## src/rtl/if_fetch_stage.sv

```systemverilog
// Instruction-fetch stage: owns the PC, talks to a variable-latency instruction
// memory over req/ready, and feeds pcPlus4_IF/instr_IF to the IF/ID register.
module if_fetch_stage #(
  parameter logic [31:0] RESET_PC  = 32'h0000_0000,
  parameter logic [31:0] NOP_INSTR = 32'h0000_0000
) (
  input  logic        clk,
  input  logic        rst,
  input  logic        stall,
  input  logic        redirect,
  input  logic [31:0] redirect_pc,
  output logic        imem_req,
  output logic [31:0] imem_addr,
  input  logic        imem_ready,
  input  logic [31:0] imem_rdata,
  output logic [31:0] pcPlus4_IF,
  output logic [31:0] instr_IF,
  output logic        instr_valid_IF
);

  typedef enum logic [1:0] {
    S_FETCH   = 2'd0,
    S_HOLD    = 2'd1,
    S_DISCARD = 2'd2
  } state_t;

  state_t      r_state;
  state_t      w_state_nxt;
  logic [31:0] r_pc;
  logic [31:0] w_pc_nxt;
  logic [31:0] r_hold_buf;
  logic [31:0] w_hold_buf_nxt;
  logic [31:0] r_discard_addr;
  logic [31:0] w_discard_addr_nxt;
  logic [31:0] w_redirect_pc;
  logic [31:0] w_pc_plus4;

  assign w_redirect_pc = redirect_pc & ~32'd3;
  assign w_pc_plus4    = r_pc + 32'd4;
  assign pcPlus4_IF    = w_pc_plus4;

  always_ff @(posedge clk) begin
    if (rst) begin
      r_state        <= S_FETCH;
      r_pc           <= RESET_PC;
      r_hold_buf     <= 32'd0;
      r_discard_addr <= 32'd0;
    end else begin
      r_state        <= w_state_nxt;
      r_pc           <= w_pc_nxt;
      r_hold_buf     <= w_hold_buf_nxt;
      r_discard_addr <= w_discard_addr_nxt;
    end
  end

  always_comb begin
    w_state_nxt        = r_state;
    w_pc_nxt           = r_pc;
    w_hold_buf_nxt     = r_hold_buf;
    w_discard_addr_nxt = r_discard_addr;
    imem_req           = 1'b0;
    imem_addr          = r_pc;
    instr_IF           = NOP_INSTR;
    instr_valid_IF     = 1'b0;

    case (r_state)
      S_FETCH: begin
        imem_req = 1'b1;
        if (imem_ready) begin
          if (redirect) begin
            w_pc_nxt = w_redirect_pc;
          end else begin
            instr_IF       = imem_rdata;
            instr_valid_IF = 1'b1;
            if (stall) begin
              w_hold_buf_nxt = imem_rdata;
              w_state_nxt    = S_HOLD;
            end else begin
              w_pc_nxt = w_pc_plus4;
            end
          end
        end else if (redirect) begin
          // Request for r_pc is still in flight; remember it so the address stays put.
          w_discard_addr_nxt = r_pc;
          w_pc_nxt           = w_redirect_pc;
          w_state_nxt        = S_DISCARD;
        end
      end

      S_HOLD: begin
        if (redirect) begin
          w_pc_nxt    = w_redirect_pc;
          w_state_nxt = S_FETCH;
        end else begin
          instr_IF       = r_hold_buf;
          instr_valid_IF = 1'b1;
          if (!stall) begin
            w_pc_nxt    = w_pc_plus4;
            w_state_nxt = S_FETCH;
          end
        end
      end

      S_DISCARD: begin
        imem_req  = 1'b1;
        imem_addr = r_discard_addr;
        if (redirect) begin
          w_pc_nxt = w_redirect_pc;
        end
        if (imem_ready) begin
          w_state_nxt = S_FETCH;
        end
      end

      default: begin
        w_state_nxt = S_FETCH;
      end
    endcase

    // Reset abandons any outstanding request and suppresses delivery.
    if (rst) begin
      imem_req       = 1'b0;
      instr_IF       = NOP_INSTR;
      instr_valid_IF = 1'b0;
    end
  end

endmodule

```

## config.mk

```make
export PLATFORM = sky130hd
export DESIGN_NAME = if_fetch_stage
export DESIGN_NICKNAME = d
export VERILOG_FILES = /design/src/rtl/if_fetch_stage.sv
export SDC_FILE = /design/constraint.sdc
export NUM_CORES = 1
export LEC_CHECK = 0
export ABC_AREA = 1
export CORE_UTILIZATION = 45
export CTS_CLUSTER_SIZE = 24
export DETAILED_ROUTE_END_ITERATION = 12
export PLACE_DENSITY = 0.84
export SLEW_MARGIN = 20
export SYNTH_ARGS = -nofsm -noshare
export SYNTH_HDL_FRONTEND = slang
export SYNTH_SLANG_ARGS = --single-unit
```

## constraint.sdc

```tcl
create_clock -name clk -period 5.1 [get_ports clk]
set_input_delay 0.51 -clock clk [delete_from_list [all_inputs] [get_ports clk]]
set_output_delay 0.51 -clock clk [all_outputs]
set_load 0.03 [all_outputs]
```

Word-level counts from Yosys, hierarchy flattened

Index checks and enable logic that the tools add are counted.

Flip-flop bits (word level): 98
Input bits: 69
Output and inout port bits: 98

Add/subtract/negate cells: 1
Equal/unequal tests: 7
Multiplexer cells: 25
Bitwise operators: 2
Reduce and logical (&&, ||, !) cells: 6

Operators by type and width:

| cell                                                                   | number |
|---|---|
| 32-bit two-way mux                                                     | 9 |
| 32-bit case mux with 3 select lines                                    | 1 |
| 32-bit case mux with 2 select lines                                    | 1 |
| 32-bit by 3-bit adder with 32-bit output (second input constant)       | 1 |
| 2-bit two-way mux                                                      | 7 |
| 3-bit inequality test (second input constant)                          | 4 |
| 2-bit case mux with 3 select lines                                     | 1 |
| 1-bit two-way mux                                                      | 5 |
| 5-bit AND reduction                                                    | 1 |
| 4-bit AND reduction                                                    | 1 |
| 3-bit AND reduction                                                    | 1 |
| 3-bit nonzero test                                                     | 1 |
| 2-bit by 1-bit equality test with 1-bit output (second input constant) | 1 |
| 2-bit equality test (second input constant)                            | 1 |
| 2-bit zero test                                                        | 1 |
| 2-bit inequality test (second input constant)                          | 1 |
| 1-bit NOT                                                              | 2 |
| 1-bit case mux with 2 select lines                                     | 1 |
| 2-bit OR reduction                                                     | 1 |

Logic depth before layout (Yosys ltp)

Gate-level depths: netlist of the first run.

Depth after elaboration: 5
Gate-level depth with buffers: 12
Mapped depth without buffers: 12

Worst setup path after synthesis of the first run

Ideal clock, no wire load.

Path kind: input -> output
Start: input redirect
End: output instr_IF[22]
Arrival: 1.817 ns
Required time: 4.590 ns
Setup slack: 2.773 ns
Stages: 5
Cell sequence: buf_2 nor2_1 clkbuf_1 nand2_1 a21oi_1

Longest elaborated chain between the ends: 4
Elaborated cells between the ends (all ways): 5
Classes of those cells: mux: 5

Ends and longest elaborated chain:

| what                                  | RTL line | source |
|---|---|---|
| start: declaration                    | 10       | `input logic redirect,` |
| 32-bit two-way mux                    | 70       | `if (redirect) begin` |
| 32-bit two-way mux                    | 69       | `if (imem_ready) begin` |
| 32-bit case mux with 2 select lines * | 66       | `case (r_state)` |
| 32-bit two-way mux *                  | 121      | `if (rst) begin` |
| end: declaration                      | 17       | `output logic [31:0] instr_IF,` |

Every way passes the cells marked *; elsewhere a longest branch is shown, timed or not.

Final worst setup path of the first run

Start: register r_state[1]
End: output instr_IF[26]

Longest elaborated chain between the ends: 3
Elaborated cells between the ends (all ways): 4
Classes of those cells: eq/ne: 1; mux: 2; reduce/logical: 1

Ends and longest elaborated chain:

| what                                                                                     | RTL line | source |
|---|---|---|
| start: declaration                                                                       | 27       | `state_t r_state;` |
| start signal: assignment                                                                 | 49       | `r_state <= w_state_nxt;` |
| 2-bit by 1-bit equality test with 1-bit output / 2-bit zero test (equally long branches) | 66       |  |
| 32-bit case mux with 2 select lines *                                                    | 66       |  |
| 32-bit two-way mux *                                                                     | 121      |  |

Marked as above.

==> results.md, run 1 <==
- First-pass GRT wire length: approximately 32 mm
- Reg clk slew, reported paths: ~60 ps
- All-Layer GR Usage: between 20% and 30%
- RSZ-0062 raised after global routing: false
- Max Slew Vio Count: 0
- DRT iter0 DRCs: a little under 700
- PD cells: approximately 430 mW/mm2
- Syn Std Cell Area: about 0.0063 mm2
- WP data required: between 4000 and 5000 ps
- Commonest non-fill, non-tap cell in the layout: nand2_1
- Starting Density: 47.0%
- Antenna Cells: 0
- Postcts setup bufs: 0
- Final hold vios: 0
- Global route overflow: 0
- Clk sinks: between 90 and 100
- R2R depth: 9
- Resize count post-CTS: 0
- Crit-path max FO: 29
- Ys async rst share: 0%
- Fmax: roughly 300 MHz
- Die ar.: between 0.01 and 0.015 mm2
- Clock Latency Late Sink: 360 ps
- Final setup vio count: 0
- Total CTS buffers: 9
- ANT nets after route: 0
- Worst path max stage delay: 700 ps
- CTS Buffer Depth: 2
- Root buf cell: clkbuf_16
- CTS tree: done
- CTS HTree Levels: 3
- DRT Pass-1 Iters: 5
- Max_slew headroom: 31.7%
- Via density per instance: 5.43
- Layout cells sized above 1: about 4.7%
- Minimum clock period after layout: 3300 ps
- Worst-margin pin slew: approximately 1000 ps
- Reg2Reg Setup Slack: 2480 ps
- Setup ws final: 1800 ps
- Cell count after synthesis: 1,040
- Ys Warns: 0
- HPWL after DPL: 13.0 mm
- Total wire length: 19.4 mm
- Placer Congestion: approximately 0.88
- Period Utilization, post-route: roughly two thirds
- FF-to-FF End: r_pc[4]$_SDFFE_PP0P_
- Worst min path class: flip-flop to flip-flop
- Std-Cell Rows: 42
- Max Cap Viol: 0
- Vias in the first global route: ~6,500
- Net count after synthesis: 1,114
- Max VDD drop: 0.000283 V
- WS Path Type: flip-flop to output port
- Crit-path cells: inv_1 -> ha_1 -> inv_1 -> nor2_4 -> buf_4 -> nand2_1 -> a21oi_1 -> clkdlybuf4s50_1
- Status: finished clean
- Largest net degree at the start of global routing: around 100
- Leak Pwr: between 3 and 4 nW
- DP Worst Slack: between 1500 and 2000 ps
- Final net count: around 1,200
- Top Family by Delay on Critical Path: buffers and inverters
- CP Capture Point: instr_IF[26]
- Area Growth Syn to Fin: 29.8%
- Post-synthesis sequential area ratio: between 30% and 40%
- PortBufs: 164
- Via count: about 7,200
- Most used cell, CP: inv_1
- Residual DRC: 0
- Yosys reg bits: 98
- Slowest cell on crit path: clkdlybuf4s50_1
- Worst r2r src: r_state[0]$_SDFFE_PP0P_
- CTS Hold Bufs: 0
- Power, Total: about 3.5 mW
- Initial antenna violation count: 0
- Commonest cells after routing, fill and taps aside: nand2_1 (354), clkdlybuf4s50_1 (162), a21oi_1 (155), o21ai_0 (116), dfxtp_1 (98)
- Core Footprint: about 0.013 mm2
- DR WL/cell: about 15 um
- Yosys cell types: 34
- Setup Skew: 9.53 ps
- Number of synthesized flops with an enable pin: 0
- CP bufs+invs: 4
- Worst setup path startpoint: r_state[1]$_SDFFE_PP0P_
- WP depth: 8
- Most used DFF post-synth: dfxtp_1
- Setup tns final: 0 ps
- Crit path DAT: roughly 2800 ps
- Die Y-Extent: 121 um
- Post-Syn Area per Cell: 6.08 um2
- Crit start category: flip-flop
- Worst setup EP type: output port
- I/O Pins: approximately 170
- Chip width: roughly 120 um
[how the worst min path moves through the flow]
stage                     slack, ps  cells after the start                               to                       startpoint
after detailed placement        440                      2   r_discard_addr[9]$_SDFFE_PP0P_   r_discard_addr[9]$_SDFFE_PP0P_
final                           440                      2   r_discard_addr[9]$_SDFFE_PP0P_   r_discard_addr[9]$_SDFFE_PP0P_
after CTS                       450                      2   r_discard_addr[9]$_SDFFE_PP0P_   r_discard_addr[9]$_SDFFE_PP0P_
after global routing            460                      2   r_discard_addr[9]$_SDFFE_PP0P_   r_discard_addr[9]$_SDFFE_PP0P_
after floorplan                 420                      2  r_discard_addr[10]$_SDFFE_PP0P_  r_discard_addr[10]$_SDFFE_PP0P_
after global placement          440                      2   r_discard_addr[7]$_SDFFE_PP0P_   r_discard_addr[7]$_SDFFE_PP0P_
[tightest hold or removal path: stages, from the launching register on]
cell and delay [ps]:
dfxtp_1 300, inv_1 50, a21oi_1 50
[registers in the layout (all words and copies together), names as in the netlist]
| name | count |
|---|---|
| r_discard_addr | 32 |
| r_hold_buf | 32 |
| r_pc | 32 |
| r_state | 2 |
[metal layers]
metal / GRT usage, % / wire length [um]
met2: 44.3 / 8770
met3: 5.99 / 1660
met1: 34.3 / 8410
met5: 0 / 0
met4: 10.7 / 541
[layout make-up]
class                   count  area, um2
fillers                  1303       5250
multi-input cells         786       3710
flip-flops and latches     98       1960
repair buffers            174       1710
inverters                  86        323
clock buffers              10        239
well taps                 176        220
clock inverters             3       42.5
[cell families after synthesis]
family	synth area share, %
flops	31.0
simple gates	31.5
compound gates	23.5
xor+xnor	2.55
fa+ha+maj	0.990
buf+inv	10.4
[cell usage after synthesis, types with 7 or more instances]
master	n	area share, %
clkbuf_1	40	2.4
inv_1	83	4.9
nor2_2	7	0.69
xor2_1	11	1.5
and2_1	11	1.1
nor2_1	37	2.2
nand2_1	354	21
o21ai_0	116	9.2
nand3_1	52	4.1
buf_2	16	1.3
a21oi_1	155	12
nor2_4	7	1.2
buf_4	10	1.2
dfxtp_1	98	31
[metrics by stage]
step                hold slack (ps)  util [%]  instances  instance area, um2
floorplan                       425         -       1040                6320
global placement                436      58.9       1320                7920
detailed placement              439      58.9       1320                7920
CTS                             448      61.0       1333                8200
global route                    461      61.0       1333                8210
finish                          445      61.0       1333                8210
[report_power, final]
group	total, mW	internal (mW)	switching (mW)
clock	0.678	0.385	0.294
sequential	1.05	0.887	0.163
combinational	1.79	0.632	1.16
total	3.52	1.90	1.61
Power figures use the tool's default switching activity.
==> run 2, diff against run 1 <==
- clock period: 5.1 -> 3.3 ns (I/O delays scaled with it)
==> run 2 against run 1 <==
Against the previous run: via count grew 0.41%; critical path depth unchanged; clock skew decreased by 1.8 ps; wire length is 0.24% higher; clock power is 61% higher; sequential power rose by 53%; hold slack better by 11 ps; first-iteration DRC count decreased by 9.3%; design area up 1.1%; combinational power grew 58%.
==> results.md, run 2 (synthesis gave the netlist of run 1 again) <==
- Vias in the first global route: 6,519
- Largest net degree at the start of global routing: slightly above 100
- Fillers: about 1,200
- Layout cells sized above 1: under 10%
- Worst min path class: flip-flop to flip-flop
- R2R depth: 9
- Max Cap Viol: 0
- Fmax: approximately 340 MHz
- Placer Congestion: around 0.9
- Via count: between 7,000 and 8,000
- Final hold vios: 0
- Clk sinks: 98
- Max_slew headroom: between 30% and 40%
- Min-Delay Path Depth: 2
- Crit start category: flip-flop
- Setup ws final: 383 ps
- Std-Cell Rows: 42
- Die ar.: around 0.015 mm2
- Minimum clock period after layout: 2920 ps
- Max VDD drop: 0.000365 V
- Max Slew Vio Count: 0
- WS Path Type: flip-flop to output port
- Root buf cell: clkbuf_16
- Starting Density: between 40% and 50%
- Setup tns final: 0 ps
- Crit path DAT: approximately 2600 ps
- Fin cells: around 1,300
- DR WL/cell: approximately 14 um
- Status: finished clean
- Antenna Cells: 0
- CTS tree: done
- WP data required: just under 3000 ps
- Initial antenna violation count: 0
- Final setup vio count: 0
- Final net count: approximately 1,200
- Area Growth Syn to Fin: 31.2%
- CTS Hold Bufs: 0
- I/O Pins: ~170
- Global route overflow: 0
- Period Utilization, post-route: around nine tenths
- RSZ-0062 raised after global routing: false
- DRT iter0 DRCs: a little over 600
- CTS HTree Levels: 3
- Leak Pwr: between 3 and 4 nW
- Total CTS buffers: 9
- Clock Latency Late Sink: about 360 ps
- Core Footprint: about 0.013 mm2
- Via density per instance: roughly 5.4
- Crit-path max FO: 5
- All-Layer GR Usage: a little over a quarter
- Regs by FF count: r_discard_addr: 32 flops, r_hold_buf: 32 flops, r_pc: 32 flops
- ANT nets after route: 0
- Die Y-Extent: approximately 120 um
- PortBufs: ~160
- Worst setup EP type: output port
- Worst-margin pin slew: around 1000 ps
- Commonest non-fill, non-tap cell in the layout: nand2_1
- Commonest cells after routing, fill and taps aside: nand2_1 (354), clkdlybuf4s50_1 (162), a21oi_1 (155), o21ai_0 (116), dfxtp_1 (98)
- Dpl cells: about 1,300
- Chip width: 121 um
- HPWL after DPL: roughly 13 mm
- Setup Skew: between 7 and 8 ps
- Postcts setup bufs: 0
- Total wire length: 19.4 mm
- CTS Buffer Depth: 2
- Resize count post-CTS: 0
- PD cells: roughly 670 mW/mm2
- Reg clk slew, reported paths: approximately 70 ps
- Residual DRC: 0
- DRT Pass-1 Iters: 6
- DP Worst Slack: 527 ps
- First-pass GRT wire length: ~31 mm
## run 2: cell types whose count changed in the layout (fill, tap and decap cells not counted)
cell and change:
buf_12 +1, buf_4 +7, clkinv_2 -1, clkinvlp_4 +1
inv_6 +2, nor2_2 +1, nor2_4 -1
## run 2: area by class of cell
type / count / area [um2] / area share (%)
clock buffer: 10 / 239 / 2.88
clock inverter: 5 / 62.6 / 0.754
inverter: 86 / 323 / 3.89
multi-input combinational: 786 / 3710 / 44.7
sequential: 98 / 1960 / 23.7
tap: 176 / 220 / 2.66
timing repair buffer: 182 / 1780 / 21.5
## run 2: worst paths after layout
| path | start | to | slack (ps) |
|---|---|---|---|
| setup / recovery | r_pc[3]$_SDFFE_PP0P_ | pcPlus4_IF[28] | 380 |
| hold / removal | r_discard_addr[4]$_SDFFE_PP0P_ | r_discard_addr[4]$_SDFFE_PP0P_ | 460 |
| setup reg to reg | r_state[0]$_SDFFE_PP0P_ | r_pc[10]$_SDFFE_PP0P_ | 820 |
| hold reg to reg | r_discard_addr[4]$_SDFFE_PP0P_ | r_discard_addr[4]$_SDFFE_PP0P_ | 460 |
## run 2: metal layers
metal  track usage [%]  routed length, um
met5                 0                  0
met4              9.57                383
met3              4.86               1700
met2              44.1               8990
met1              34.6               8360
## run 2: stage by stage
stage	hold WS [ps]	cell area, um2	util [%]	power [mW]
after detailed placement	450	7990	59.4	4.41
after CTS	460	8290	61.6	5.51
after global placement	434	7990	59.4	4.37
after floorplan	425	6320	-	3.40
final	456	8290	61.6	5.52
after global routing	474	8290	61.6	5.81
## run 2: power breakdown
part	switching, mW	internal [mW]
Sequential	0.242	1.37
Combinational	1.81	1.01
Clock	0.478	0.610
## run 2: critical path, stage by stage, from the launching register on
cell and delay (ps):
dfxtp_1 430, ha_1 250, nand3_1 130, nor2_1 220
and2_1 240, nand2_1 70, nand2_1 70, and2_1 150
clkdlybuf4s50_1 670
==> run 3, diff against run 2 <==
- CAP_MARGIN: not set -> 5
==> results of run 3 <==
Same layout as run 2: the final DEF is identical, and so are final timing and power.
